File: config.mk
export PLATFORM = sky130hd
export DESIGN_NAME = dbg_frame_master
export DESIGN_NICKNAME = d
export VERILOG_FILES = /design/src/rtl/dbg_frame_master.sv
export SDC_FILE = /design/constraint.sdc
export NUM_CORES = 1
export LEC_CHECK = 0
export ABC_AREA = 1
export CORE_ASPECT_RATIO = 0.7
export CORE_MARGIN = 2
export CORE_UTILIZATION = 58
export CTS_CLUSTER_DIAMETER = 60
export DETAILED_ROUTE_END_ITERATION = 6
export GPL_TIMING_DRIVEN = 0
export PLACE_DENSITY = 0.84
export SYNTH_ARGS = -nofsm -noshare
export SYNTH_HDL_FRONTEND = slang
export SYNTH_SLANG_ARGS = --single-unit
File: constraint.sdc
create_clock -name sys_clk_i -period 3.2 [get_ports sys_clk_i]
set_input_delay 0.32 -clock sys_clk_i [delete_from_list [all_inputs] [get_ports sys_clk_i]]
set_output_delay 0.32 -clock sys_clk_i [all_outputs]
set_load 0.01 [all_outputs]
File: src/rtl/dbg_frame_master.sv
// rtl/dbg_frame_master.sv - serial frame to debug-port transaction bridge
// Collects a 9-byte request, runs one debug transaction, returns a 5-byte response.
module dbg_frame_master #(
  parameter int TIMEOUT_CYCLES = 1024
) (
  input  logic        sys_clk_i,
  input  logic        rstn_i,
  input  logic [7:0]  rx_data_i,
  input  logic        rx_valid_i,
  output logic        rx_ready_o,
  output logic [7:0]  tx_data_o,
  output logic        tx_valid_o,
  input  logic        tx_ready_i,
  output logic [7:0]  dbg_cmd_o,
  output logic [31:0] dbg_addr_o,
  output logic [31:0] dbg_data_o,
  input  logic [31:0] dbg_data_i,
  input  logic        dbg_ready_i,
  output logic        busy_o
);

  typedef enum logic [1:0] {S_RX, S_BUS, S_TX} state_t;

  localparam int TW = (TIMEOUT_CYCLES > 2) ? $clog2(TIMEOUT_CYCLES) : 1;
  localparam logic [TW-1:0] TLAST = TW'((TIMEOUT_CYCLES > 0) ? TIMEOUT_CYCLES - 1 : 0);
  localparam bit TO_EN = (TIMEOUT_CYCLES > 0);

  state_t        state;
  logic [3:0]    cnt;
  logic [TW-1:0] tcnt;
  logic [31:0]   rdata;
  logic [7:0]    frame_q [0:7];
  logic          rx_fire;
  logic          tx_fire;

  assign rx_fire = rx_valid_i & rx_ready_o;
  assign tx_fire = tx_valid_o & tx_ready_i;
  assign busy_o  = (state != S_RX) || (cnt != 4'd0);

  // Bytes 0..7 are buffered; byte 8 is consumed straight from the bus.
  always_ff @(posedge sys_clk_i) begin
    if (rx_fire && (cnt < 4'd8)) begin
      frame_q[cnt[2:0]] <= rx_data_i;
    end
  end

  always_ff @(posedge sys_clk_i or negedge rstn_i) begin
    if (!rstn_i) begin
      state      <= S_RX;
      cnt        <= 4'd0;
      tcnt       <= '0;
      rdata      <= 32'd0;
      rx_ready_o <= 1'b1;
      tx_valid_o <= 1'b0;
      tx_data_o  <= 8'd0;
      dbg_cmd_o  <= 8'd0;
      dbg_addr_o <= 32'd0;
      dbg_data_o <= 32'd0;
    end else begin
      case (state)
        S_RX: begin
          if (rx_fire) begin
            if (cnt == 4'd8) begin
              cnt        <= 4'd0;
              tcnt       <= '0;
              rx_ready_o <= 1'b0;
              dbg_addr_o <= {frame_q[4], frame_q[3], frame_q[2], frame_q[1]};
              dbg_data_o <= {rx_data_i, frame_q[7], frame_q[6], frame_q[5]};
              if (frame_q[0] == 8'd0) begin
                state      <= S_TX;
                rdata      <= 32'd0;
                tx_data_o  <= 8'h00;
                tx_valid_o <= 1'b1;
              end else begin
                state     <= S_BUS;
                dbg_cmd_o <= frame_q[0];
              end
            end else begin
              cnt <= cnt + 4'd1;
            end
          end
        end

        S_BUS: begin
          // Ready takes priority over a timeout landing in the same cycle.
          if (dbg_ready_i) begin
            state      <= S_TX;
            dbg_cmd_o  <= 8'd0;
            rdata      <= dbg_data_i;
            tx_data_o  <= 8'h00;
            tx_valid_o <= 1'b1;
          end else if (TO_EN && (tcnt == TLAST)) begin
            state      <= S_TX;
            dbg_cmd_o  <= 8'd0;
            rdata      <= 32'd0;
            tx_data_o  <= 8'h01;
            tx_valid_o <= 1'b1;
          end else begin
            tcnt <= tcnt + 1'b1;
          end
        end

        S_TX: begin
          if (tx_fire) begin
            if (cnt == 4'd4) begin
              state      <= S_RX;
              cnt        <= 4'd0;
              tx_valid_o <= 1'b0;
              tx_data_o  <= 8'd0;
              rx_ready_o <= 1'b1;
            end else begin
              cnt       <= cnt + 4'd1;
              tx_data_o <= rdata[8*cnt[1:0] +: 8];
            end
          end
        end

        default: begin
          state <= S_RX;
        end
      endcase
    end
  end

endmodule

# After elaboration in Yosys (flattened, before gate mapping)
# Memory sizes are Yosys's and may differ from the RTL's. A register that Yosys moved wholly into a read port is not among the register bits.
# Index checks and enable logic that the tools add are counted.
# classes
n_reduce_logical	25
muxes	53
order_cmp	1
eq_ne	14
bitwise	2
add_sub_neg	2
n_shift	1
# op_table
op	count
$mux W32	5
$mux W8	12
$pmux W32 S2	1
$mux W10	4
$shiftx A32 B6 Y8	1
$reduce_and A5 Y1	5
$pmux W8 S3	1
$pmux W10 S2	1
$mux W4	4
$ne A2 B2 Y1 const B	8
$pmux W8 S2	1
$mux W2	7
$mux W1	13
$add A10 B1 Y10 const B	1
$eq A10 B10 Y1 const B	1
$logic_not A8 Y1	1
$pmux W4 S2	1
$logic_not A1 Y1	7
$reduce_and A7 Y1	1
$pmux W2 S3	1
$reduce_and A3 Y1	2
$reduce_and A6 Y1	1
$reduce_bool A2 Y1	3
$add A4 B1 Y4 const B	1
other kinds (14)	15
# word_totals
wordCells	108
mem_count	1
output_inout_bits	83
ff_bits	98
ramBits	64
# memory_table
name	depth	width	rd	rd_clocked_by_memory_dff	wr	line	rtl
frame_q	8	8	8	7	1	32	logic [7:0] frame_q [0:7];

# Logic depth before layout (Yosys ltp)
# depth
word_depth	5
depth_mapped	11
ltp_nobuf	10

# Worst setup path after synthesis
# OpenSTA, ideal clock, no wires.
# synth_timing
kind	register to register
startpoint	reg cnt[1]
endpoint	reg rdata[1]
required_time_ps	3082
arrival_time_ps	1759
synth_period_minus_slack_ps	1877
path_stages_with_launch	12
path_slack_ps	1323
n_path_buf	2
path_cell_list	dfrtp_1 > inv_1 > clkbuf_1 > ha_1 > nand3_4 > nand2_2 > nand2_2 > inv_2 > nand3_4 > buf_6 > nand2_1 > o21ai_2
# synth_between
elab_chain_len	3
# synth_lines
element	line	rtl
start: declaration	29	logic [3:0] cnt;
start signal: assignment	79	cnt <= cnt + 4'd1;
start signal: assignment	112	cnt <= cnt + 4'd1;
$eq A4 B4 Y1	63	if (cnt == 4'd8) begin
$ne A2 B2 Y1 (no source line)	n/a	
$reduce_and A5 Y1 (no source line)	n/a	
end signal: assignment	89	rdata <= dbg_data_i;
end: declaration	31	logic [31:0] rdata;
# Every way passes these cells.
# A chain may end at the register's enable or synchronous reset.

# Worst setup path after layout
# layout_timing
startpoint	reg cnt[1]
endpoint	out busy_o
# layout_between
elab_chain_len	2
# layout_lines
element	line	rtl
$reduce_bool A4 Y1	38	assign busy_o = (state != S_RX) || (cnt != 4'd0);
$logic_or A1 B1 Y1	38	
end: declaration	19	output logic busy_o
# Every way passes these cells.

==> results.md <==
Run status:
- The flow ran to the end, and the final reports show no timing, DRC or antenna violations.

Pwr:
- The sequential share of power is 53.7%.
- Combinational logic is responsible for 2.5% of the overall power.
- The completed layout was analyzed and its total power is 4770 uW.
- The net switching fraction of the power is 23.1%.
- The maximum vdd drop is 450 uV.
- The internal power is 3670 uW.
- The switching power is 1100 uW.
- The areal power density over the cells is 464 nW/um^2.
- The clock network burns 43.8% of the power.
- The analysis attributes to cell leakage a power of 0.00447 uW.

Critical path:
- The data arrival at the endpoint of the critical path is 2320 ps.
- The worst setup path is captured at an output pin.
- Of all nets on the critical path, the largest fanout is 10.
- The source of the critical timing path is cnt[1].
- The startpoint of the worst-slack reg-to-reg timing path is cnt[1].
- STA puts the critical path data required time at 2880 ps.
- The critical path class is reg2out.
- The critical path startpoint category is a register.

Place:
- At the end of routability-driven placement, the weighted congestion stood at 0.850.
- The placed cell area is 9690 um^2.
- The estimated wirelength of the detail-placed design is 12900 um.
- The worst setup slack before clock tree synthesis is 904 ps.
- The count of placed standard cells including taps is 1113.
- The count of buffers from port buffering is 126.

Timing:
- The count of final hold-check violations was 0.
- The final setup skew is 17.0 ps.
- Based on the critical path, the design can be clocked at up to 378 MHz.
- Headroom to the max-slew limit came out at 42.1%.
- The final cycle utilization of the critical path is 82.6%.
- Setup slack closes at 556 ps.
- The clock period minus final worst setup slack is 2640 ps.
- The number of setup violations in the final report is 0.
- The number of max-slew violations in the final report is 0.
- Setup repair after global routing left no endpoint under its margin.
- At the pin with the least slew margin, the transition time is 865 ps.

Synth:
- The most numerous cell in the Yosys netlist is sky130_fd_sc_hd__nand2_1.
- By area the synthesized netlist is led by sky130_fd_sc_hd__dfrtp_1 (40%), sky130_fd_sc_hd__edfxtp_1 (24%), sky130_fd_sc_hd__nand2_1 (10%), sky130_fd_sc_hd__o21ai_0 (5.2%), sky130_fd_sc_hd__nand3_1 (3.9%).
- The mux cell area share after synthesis is 0%.
- After technology mapping, the gate count stands at 796.
- The synthesized design contains 64 enable-type register cells.
- The sequential-to-total area share from yosys stat is 63.4%.
- Summing the areas of all compound-gate instances in the mapped netlist gives 9.32% of the synthesized area.
- The synthesized netlist devotes 18.7% of its cell area to simple gates.
- The fraction of the mapped netlist area in adder cells is 0.920%.
- The cell area after synthesis is 8160 um^2.
- For this run, the number of Yosys warnings is 0.
- The synthesized area per cell is 10.3 um^2.
- The net count after synthesis is 847.
- The most used flip-flop cell after synthesis is sky130_fd_sc_hd__dfrtp_1.
- The post-synthesis sequential element count is 194.
- After synthesis, the largest family of logic cells by area is simple AND/OR/NAND/NOR gates.
- The share of async-settable or async-resettable flops after synthesis is 67.0%.
- Sorting the synthesized cells by how often they occur yields sky130_fd_sc_hd__nand2_1 (225), sky130_fd_sc_hd__dfrtp_1 (129), sky130_fd_sc_hd__inv_1 (84), sky130_fd_sc_hd__o21ai_0 (84).
- The fraction of post-synthesis cell area in the top cell type by area is 39.6%.
- Counting distinct cell types in the post-synthesis netlist gives 34.
- The xor/xnor cell area share of the yosys netlist is 0.644%.
- Summed over all instances, the cell type with the most area after synthesis is sky130_fd_sc_hd__dfrtp_1.

Die:
- The region available for standard cell placement spans 13800 um^2.
- From left edge to right edge, the die measures 146 um.
- The total I/O pin count is 128.
- Row generation in the floorplan step produced 36 rows.
- The die area is 15000 um^2.
- Once the floorplan was initialized, standard cells occupied 59.0% of the core.
- The height of the chip is 103 um.

Cells and area:
- The non-filler instance count after layout is 1146.
- After filler insertion, the fill cell instance count of the layout stands at 968.
- The antenna diode count is 0.
- In the final layout, flip-flops and latches occupy 5180 um^2.
- The multi-input logic area is 2410 um^2.
- Cells with a size suffix above 1 make up 12.2% of the layout.
- Cells fill 74.4% of the core in the end.
- The area added between synthesis and finish is 26.1%.
- The finished cells cover 10300 um^2.
- The total number of nets in the final design is 994.

CTS:
- The number of CTS-inserted buffers is 17.
- The H-tree level count is 4.
- The clock tree root buffer cell is sky130_fd_sc_hd__clkbuf_16.
- After clock tree synthesis, the clock-pin slew on the worst setup and hold paths is 80 ps.
- At the later pin of the worst-skew pair, clock insertion delay measures 440 ps.
- The deepest clock path buffer count is 2.
- The clock net in this run drives a total of 194 sinks.
- The post-CTS repair timing setup buffer count is 0.
- TritonCTS built the clock tree.
- The number of gates resized after CTS was 0.

Worst hold path:
- The worst hold-check path type is in2reg.
- The start point of the worst min-delay path is dbg_ready_i.

Route:
- The total vias in the final route is 6031.
- Wires add up to 18700 um.
- The first routing iteration left 462 violations.
- The count of nets left with antenna violations once routing finished came out at 0.
- For this run, design rule violations remaining after detail routing come to 0.
- After detailed routing, the average wire length per cell comes to 16.3 um.
- The detailed-router iteration count before antenna repair is 5.
- The via-per-instance ratio is 5.26.

Flow run:
- Max-cap violations in this run came to 0.

GRT:
- The first global-routing pass estimated 29700 um of wire.
- The maximum number of pins on one net before global-route repair is 92.
- The total global-route track usage is 26.0%.
- The total overflow left after global routing is 0.
- The number of antenna violations at the first check in global routing is 0.
- The number of global-route vias before repair is 5719.
-- critical path, cell delays in order (launching register included) --
cell	delay [ps]
sky130_fd_sc_hd__dfrtp_1	430
sky130_fd_sc_hd__inv_1	90
sky130_fd_sc_hd__clkbuf_1	360
sky130_fd_sc_hd__ha_1	330
sky130_fd_sc_hd__nand4_1	170
sky130_fd_sc_hd__clkdlybuf4s50_1	510
-- registers in the layout, indices dropped and copies added (netlist names) --
name,cells
cnt,4
dbg_addr_o,32
dbg_cmd_o,8
dbg_data_o,32
frame_q,64
rdata,32
rx_ready_o,1
state,2
tcnt,10
tx_data_o,8
tx_valid_o,1
-- routing by layer --
layer / global-route usage, % / up-vias / routed length, um
li1: - / 2878 / -
met1: 39.3 / 2924 / 8800
met2: 38.8 / 205 / 8370
met3: 4.87 / 24 / 1270
met4: 8.60 / 0 / 235
met5: 0 / - / 0
-- power groups by stage --
stage	logic, uW	registers (uW)	clock network [uW]
after detailed placement	120	2610	0
after floorplan	7.83	2610	0
final	119	2560	2090
after CTS	121	2560	2100
after global routing	132	2560	2190
after global placement	114	2610	0
-- timing repair --
item	in CTS	in global routing
hold buffers	1	0
hold endpoints to repair	38	0
setup endpoints to repair	0	0
-- cell usage in the layout, fill, tap and decap left out, types with 5 or more instances in the layout --
cell type	count
sky130_fd_sc_hd__clkbuf_1	10
sky130_fd_sc_hd__edfxtp_1	64
sky130_fd_sc_hd__o21ai_2	32
sky130_fd_sc_hd__nor2_1	26
sky130_fd_sc_hd__dfrtp_1	129
sky130_fd_sc_hd__nand3_1	64
sky130_fd_sc_hd__clkdlybuf4s50_1	125
sky130_fd_sc_hd__buf_2	15
sky130_fd_sc_hd__nand4_1	5
sky130_fd_sc_hd__nand2_2	5
sky130_fd_sc_hd__clkbuf_16	17
sky130_fd_sc_hd__buf_6	8
sky130_fd_sc_hd__o21ai_0	84
sky130_fd_sc_hd__ha_1	6
sky130_fd_sc_hd__nand2_1	225
sky130_fd_sc_hd__inv_1	84
sky130_fd_sc_hd__a21oi_1	5
-- logic make-up (layout without fill, tap and decap cells) --
| logic type | Yosys count | count (layout) |
|---|---|---|
| fa+ha+maj | 6 | 6 |
| xor+xnor | 6 | 6 |
| simple gates | 340 | 340 |
| buf+inv | 125 | 285 |
| flops | 194 | 194 |
| compound gates | 125 | 125 |
-- through the flow --
step	setup TNS [ps]	hold slack, ps
after floorplan	0	24.4
after global placement	-428810	431
after detailed placement	0	254
after CTS	0	238
after global routing	0	243
final	0	244
-- layout make-up --
cell class	instances	share of cell area [%]
plain buffers	37	2.35
clock buffers	18	4.17
clock inverters	14	1.57
inverters	88	3.21
multi-input cells	477	23.4
flip-flops and latches	194	50.3
well taps	190	2.31
repair buffers	128	12.6
-- path summary, 6_finish.rpt --
| kind | end | slack, ps | cells after the start |
|---|---|---|---|
| setup / recovery | busy_o | 560 | 5 |
| hold / removal | rdata[10] | 240 | 3 |
| setup reg to reg | dbg_addr_o[22] | 880 | 9 |
| hold reg to reg | dbg_data_o[17] | 460 | 2 |
| max in group asynchronous | dbg_addr_o[31] | 2040 | 3 |
| min in group asynchronous | tcnt[6] | 370 | 2 |
(Power assumes the default switching activity.)
